==> src/rtl/pixie_dma_host.sv <==
// CDP1802-side bus sequencer for the Pixie display: steps machine cycles on SC,
// fetches DMA bytes from memory at R0 and reloads R0 from dma_base on interrupts.
module pixie_dma_host #(
  parameter int CYCLE_TICKS = 8
) (
  input  logic        clk,
  input  logic        reset,
  input  logic        clk_enable,
  input  logic        DMAO,
  input  logic        INT,
  input  logic        EFx,
  input  logic [15:0] dma_base,
  output logic [15:0] mem_addr,
  output logic        mem_rd,
  input  logic [7:0]  mem_data,
  output logic [1:0]  SC,
  output logic [7:0]  data_out,
  output logic [15:0] r0,
  output logic        ie,
  output logic        ef_q,
  output logic [10:0] frame_bytes
);

  localparam int TW = (CYCLE_TICKS > 1) ? $clog2(CYCLE_TICKS) : 1;
  localparam logic [TW-1:0] LAST_TICK = TW'(CYCLE_TICKS - 1);
  localparam logic [10:0]   BYTE_MAX  = 11'h7FF;

  typedef enum logic [1:0] {
    S0_FETCH = 2'b00,
    S1_EXEC  = 2'b01,
    S2_DMA   = 2'b10,
    S3_INT   = 2'b11
  } sc_t;

  sc_t           state, state_nxt;
  logic [TW-1:0] tick_cnt;
  logic [10:0]   byte_cnt;
  logic          tick_first, tick_second, cycle_end;

  // Every per-tick action is qualified by clk_enable so a stalled bus freezes in place.
  assign tick_first  = clk_enable && (tick_cnt == '0);
  assign tick_second = clk_enable && (tick_cnt == TW'(1));
  assign cycle_end   = clk_enable && (tick_cnt == LAST_TICK);

  assign SC       = state;
  assign mem_addr = r0;
  assign mem_rd   = (state == S2_DMA) && tick_first;

  // DMA is tested before interrupt in every branch, giving it priority.
  always_comb begin
    // NOTE: default assignment first so no path through the block can infer a latch.
    state_nxt = state;
    if (cycle_end) begin
      unique case (state)
        S0_FETCH: state_nxt = S1_EXEC;
        S1_EXEC,
        S2_DMA:   state_nxt = DMAO ? S2_DMA : ((INT && ie) ? S3_INT : S0_FETCH);
        S3_INT:   state_nxt = DMAO ? S2_DMA : S0_FETCH;
      endcase
    end
  end

  always_ff @(posedge clk or posedge reset) begin
    // NOTE: non-blocking assignments for all registered state, so every flop samples pre-edge values.
    if (reset) begin
      state    <= S0_FETCH;
      tick_cnt <= '0;
    end else begin
      state <= state_nxt;
      if (clk_enable) tick_cnt <= (tick_cnt == LAST_TICK) ? '0 : tick_cnt + TW'(1);
    end
  end

  // Reset mid-S2 simply drops the pending increment; nothing else needs unwinding.
  always_ff @(posedge clk or posedge reset) begin
    if (reset) begin
      r0          <= 16'h0000;
      ie          <= 1'b1;
      data_out    <= 8'h00;
      byte_cnt    <= 11'd0;
      frame_bytes <= 11'd0;
    end else begin
      unique case (state)
        S2_DMA: begin
          if (tick_second) data_out <= mem_data;
          if (cycle_end) begin
            r0 <= r0 + 16'd1;
            if (byte_cnt != BYTE_MAX) byte_cnt <= byte_cnt + 11'd1;
          end
        end
        S3_INT: begin
          if (tick_first) ie <= 1'b0;
          if (cycle_end) begin
            r0          <= dma_base;
            frame_bytes <= byte_cnt;
            byte_cnt    <= 11'd0;
          end
        end
        S0_FETCH,
        S1_EXEC: begin
          // Re-arm only once INT has been seen low, so one assertion yields one S3.
          if (cycle_end && !INT) ie <= 1'b1;
        end
      endcase
    end
  end

  // The flag is a plain sync register; it must track EFx even while the bus is stalled.
  always_ff @(posedge clk or posedge reset) begin
    if (reset) ef_q <= 1'b0;
    else       ef_q <= EFx;
  end

endmodule

==> config.mk <==
export PLATFORM = sky130hd
export DESIGN_NAME = pixie_dma_host
export DESIGN_NICKNAME = d
export VERILOG_FILES = /design/src/rtl/pixie_dma_host.sv
export SDC_FILE = /design/constraint.sdc
export NUM_CORES = 1
export LEC_CHECK = 0
export CAP_MARGIN = 30
export CORE_UTILIZATION = 43
export CTS_CLUSTER_SIZE = 16
export DETAILED_ROUTE_END_ITERATION = 7
export PLACE_DENSITY = 0.78
export SLEW_MARGIN = 20
export SYNTH_ARGS = -nofsm -noshare
export SYNTH_HDL_FRONTEND = slang
export SYNTH_SLANG_ARGS = --single-unit
==> constraint.sdc <==
create_clock -name clk -period 1.9 [get_ports clk]
set_clock_uncertainty 0.1 [all_clocks]
set_input_delay 0.285 -clock clk [delete_from_list [all_inputs] [get_ports clk]]
set_output_delay 0.285 -clock clk [all_outputs]
set_load 0.01 [all_outputs]
==> results of run 1 <==
## stage by stage
| step | hold WS [ns] | std cells | power (mW) | area [sq um] |
|---|---|---|---|---|
| 6_report | 0.248 | 487 | 3.46 | 4290 |
| 5_1_grt | 0.290 | 487 | 3.65 | 4290 |
| 4_1_cts | 0.253 | 487 | 3.44 | 4240 |
| 3_5_place_dp | 0.377 | 479 | 2.80 | 4150 |
| 3_3_place_gp | 0.367 | 479 | 2.74 | 4150 |
| 2_1_floorplan | 0.216 | 292 | 2.12 | 2960 |
## power by group
| group | switching, mW | leakage, nW | internal [mW] |
|---|---|---|---|
| sequential | 0.154 | 0.691 | 1.30 |
| combinational | 0.606 | 1.11 | 0.777 |
| clock | 0.365 | 0.0450 | 0.257 |
## routing by layer
metal  GRT usage  routed length, um  share of wire
met5           0                  0              0
met4      0.0508                 68         0.0091
met3      0.0452                457          0.061
met2       0.374               3720           0.50
met1       0.277               3250           0.43
## layout by cell type, fill, tap and decap left out, types with 6 or more instances in the layout
cell / n
sky130_fd_sc_hd__o22ai_1: 10
sky130_fd_sc_hd__ha_1: 7
sky130_fd_sc_hd__inv_1: 10
sky130_fd_sc_hd__nor2_1: 11
sky130_fd_sc_hd__nand4_1: 9
sky130_fd_sc_hd__mux2_1: 6
sky130_fd_sc_hd__dfrtp_1: 49
sky130_fd_sc_hd__nand2_1: 21
sky130_fd_sc_hd__nand3_1: 15
sky130_fd_sc_hd__buf_4: 53
sky130_fd_sc_hd__nor3_1: 6
sky130_fd_sc_hd__mux2i_1: 7
sky130_fd_sc_hd__and3_1: 8
sky130_fd_sc_hd__mux2_2: 17
sky130_fd_sc_hd__o21ai_1: 6
sky130_fd_sc_hd__a21oi_1: 13
sky130_fd_sc_hd__clkdlybuf4s50_1: 84
## sequential cells by signal, indices dropped and copies added (netlist names)
| name | cells |
|---|---|
| SC | 2 |
| ie | 1 |
| byte_cnt | 11 |
| tick_cnt | 3 |
| frame_bytes | 11 |
| ef_q | 1 |
| mem_addr | 16 |
| data_out | 8 |
## layout make-up
type | count | area, sq um | share of cell area
inverter | 12 | 45.0 | 0.0105
clock buffer | 6 | 72.6 | 0.0169
tap | 77 | 96.3 | 0.0225
multi-input combinational | 196 | 1440 | 0.336
clock inverter | 2 | 10.0 | 0.00233
timing repair buffer | 141 | 1290 | 0.302
sequential | 53 | 1330 | 0.310
## repair_timing
action                     4_1_cts  5_1_grt
gates resized for setup          5       13
buffers inserted                 0        0
setup endpoints to repair       19       23
pin swaps                        0        2
## critical path: stages (launching register included)
cell and delay (ns):
sky130_fd_sc_hd__dfrtp_2 0.45, sky130_fd_sc_hd__inv_2 0.09, sky130_fd_sc_hd__ha_4 0.16, sky130_fd_sc_hd__nand2_1 0.07, sky130_fd_sc_hd__or4_4 0.42, sky130_fd_sc_hd__or4_1 0.44, sky130_fd_sc_hd__nand3_2 0.09
## path summary, 6_finish.rpt
path,end,depth (start not counted),startpoint,slack (ns)
max,mem_addr[11],6,SC[0],0.01
min,byte_cnt[6],3,reset,0.25
max reg2reg,mem_addr[11],6,SC[0],0.01
min reg2reg,ie,2,ie,0.39
max in group asynchronous,ie,3,reset,1.17
min in group clk,ef_q,1,EFx,0.33
## kinds of logic (layout without fill, tap and decap cells)
| group | count (synthesis) | after routing |
|---|---|---|
| multiplexers | 30 | 30 |
| buffers and inverters | 43 | 161 |
| adder cells (fa/ha/maj) | 11 | 11 |
| AO/OA/AOI/OAI | 60 | 60 |
| AND/OR/NAND/NOR | 94 | 94 |
| flip-flops | 53 | 53 |
| XOR/XNOR | 1 | 1 |
## synth_stat cells (all sizes together) (5+ instances only)
| master | instances |
|---|---|
| and3 | 8 |
| o21ai | 11 |
| mux2i | 7 |
| nand3 | 17 |
| nand4 | 9 |
| nor4 | 5 |
| o31ai | 5 |
| mux2 | 23 |
| nand2 | 22 |
| inv | 12 |
| o22ai | 10 |
| nor2 | 12 |
| ha | 11 |
| a21oi | 13 |
| nor3 | 6 |
| dfrtp | 52 |
| clkbuf | 8 |
| buf | 23 |
==> run summary, run 1 <==
The area added between synthesis and finish was 45.5%. The run gives 0.738 as the relative slew slack. When the netlist entered floorplanning its net count stood at 333. Share of the synthesized area in the top cell type: 0.441. The critical path is of the flip-flop to flip-flop type. IR analysis of the VDD net gives a maximum drop of 599 uV. The synthesized netlist occupies a cell area of 0.00295 sq mm.

The actual slew at the worst max-slew pin was 0.389 ns; the final wirelength was 7490 um. The simple-gate share of the synthesized area was 0.172. Buffers inserted during clock tree synthesis total 5. Width of the die: 84.8 um.

In the synthesized netlist, the number of instances is 292. Dividing the detail-routed via count by the number of cells gives 5.51. For this run, the number of Yosys warnings is 0. The run gives 2.05 ns as the data required time of the worst path. STA classifies the critical path endpoint as a flip-flop.

The sink count of the clock tree came out at 53. In the final routed layout, each cell accounts on average for 15.4 um. For the HPWL reported at the end of detailed placement, the log shows 5670 um. Before CTS, the worst setup slack after placement is -0.211 ns.

The path category of the worst min-delay check is input pin to async pin. For the number of inserted diodes, the log shows 0. The maximum fanout count along the critical path works out to 5. Via count: 2682.

The fraction of final layout cells with drive strength greater than 1 is 0.246, and the detailed-router iteration count before antenna repair is 7. For the routability congestion estimate from global placement, the log shows 0.890. The die covers 0.00719 sq mm. Post-layout minimum cycle time: 1.89 ns. After synthesis, the cell types taking the most area are sky130_fd_sc_hd__dfrtp_1 (44%), sky130_fd_sc_hd__mux2_2 (6.5%), sky130_fd_sc_hd__ha_1 (4.7%). Setup violations remaining at the end of the flow were counted as 0.

The number of max-slew violations in the final report is 0. The checks that failed: DRC. For the sum of overflow across all layers after global routing, the log shows 0.

The cell sitting at the root of the clock tree is a sky130_fd_sc_hd__clkbuf_8. Number of global-route vias before repair: 2658. The core region is 0.00649 sq mm. Post-detailed-route DRC marker count: 11.

The number of failing hold endpoints at the final stage was 0; the number of buffers added to fix hold violations after cts was 0. The number of ports placed on the die boundary is 86. The element type at the critical path start is a flip-flop.

Setup slack closes at 0.0130 ns. Setup repair after global routing could not meet its margin everywhere. The violation count after the first detailed-route iteration is 138, and the fill cell total of the finished layout is 505. The achievable clock frequency was 530 MHz; the number of register bits inferred by synthesis was 53. The cell area power density came out at 805 mW/mm^2.

The final period utilization was 0.993. For the initial antenna violation count, the log shows 0. In this run the tool buffered the top-level ports with 85 buffer cells. Fraction of registers with async set/reset: 1.00.

The analysis attributes to cell leakage a power of 1.84 nW. The post-synthesis xor/xnor area fraction came out at 0.00297. Yosys mapped a number of flops with a built-in enable equal to 0.

Largest family of logic cells by synthesized area: simple AND/OR/NAND/NOR gates. The flow ran to the end, but the final reports show violations. The number of different library cells used by synthesis comes to 47. Mux cell area share after synthesis: 0.112. The prevailing post-synth register cell was sky130_fd_sc_hd__dfrtp_1. The clock transition at the registers of the reported paths was 0.10 ns. Entering global routing, the biggest net connects 54 pins. The H-tree was split into 2 levels. The run gives 0.450 as the post-synthesis sequential area ratio. The compound-gate portion of the synthesized area works out to 0.133. In the final timing run, aggregate negative setup slack is 0 ns. The effective utilization at floorplan was 0.454.

Counting along the longest clock path gives a buffer depth of 2. The floorplan row count was 29; the reported max-cap violation count was 0. The layout net count is 450. The run gives 0.216 as the global routing usage summed across all routing layers.

The core occupancy in the finished layout was 0.661; the data arrival time of the worst path was 2.03 ns. The adder and majority cell fraction of the synthesized area works out to 0.0467. The cell accounting for the most synthesized area was sky130_fd_sc_hd__dfrtp_1.

TritonCTS built the clock tree. Wire length of the first global-routing pass: 12400 um. The y dimension of the die is 84.8 um, and the insertion delay to the later sink of the worst-skew pair is 0.30 ns. In this run the remaining antenna-violating nets after routing total 0. In this run the mean area of a mapped cell was 10.1 sq um.
Power figures use the tool's default switching activity.
==> run 2, diff against run 1 <==
- CAP_MARGIN: 30 -> not set
==> results of run 2 <==
Same layout as run 1: the final DEF is identical, and so are final timing and power.
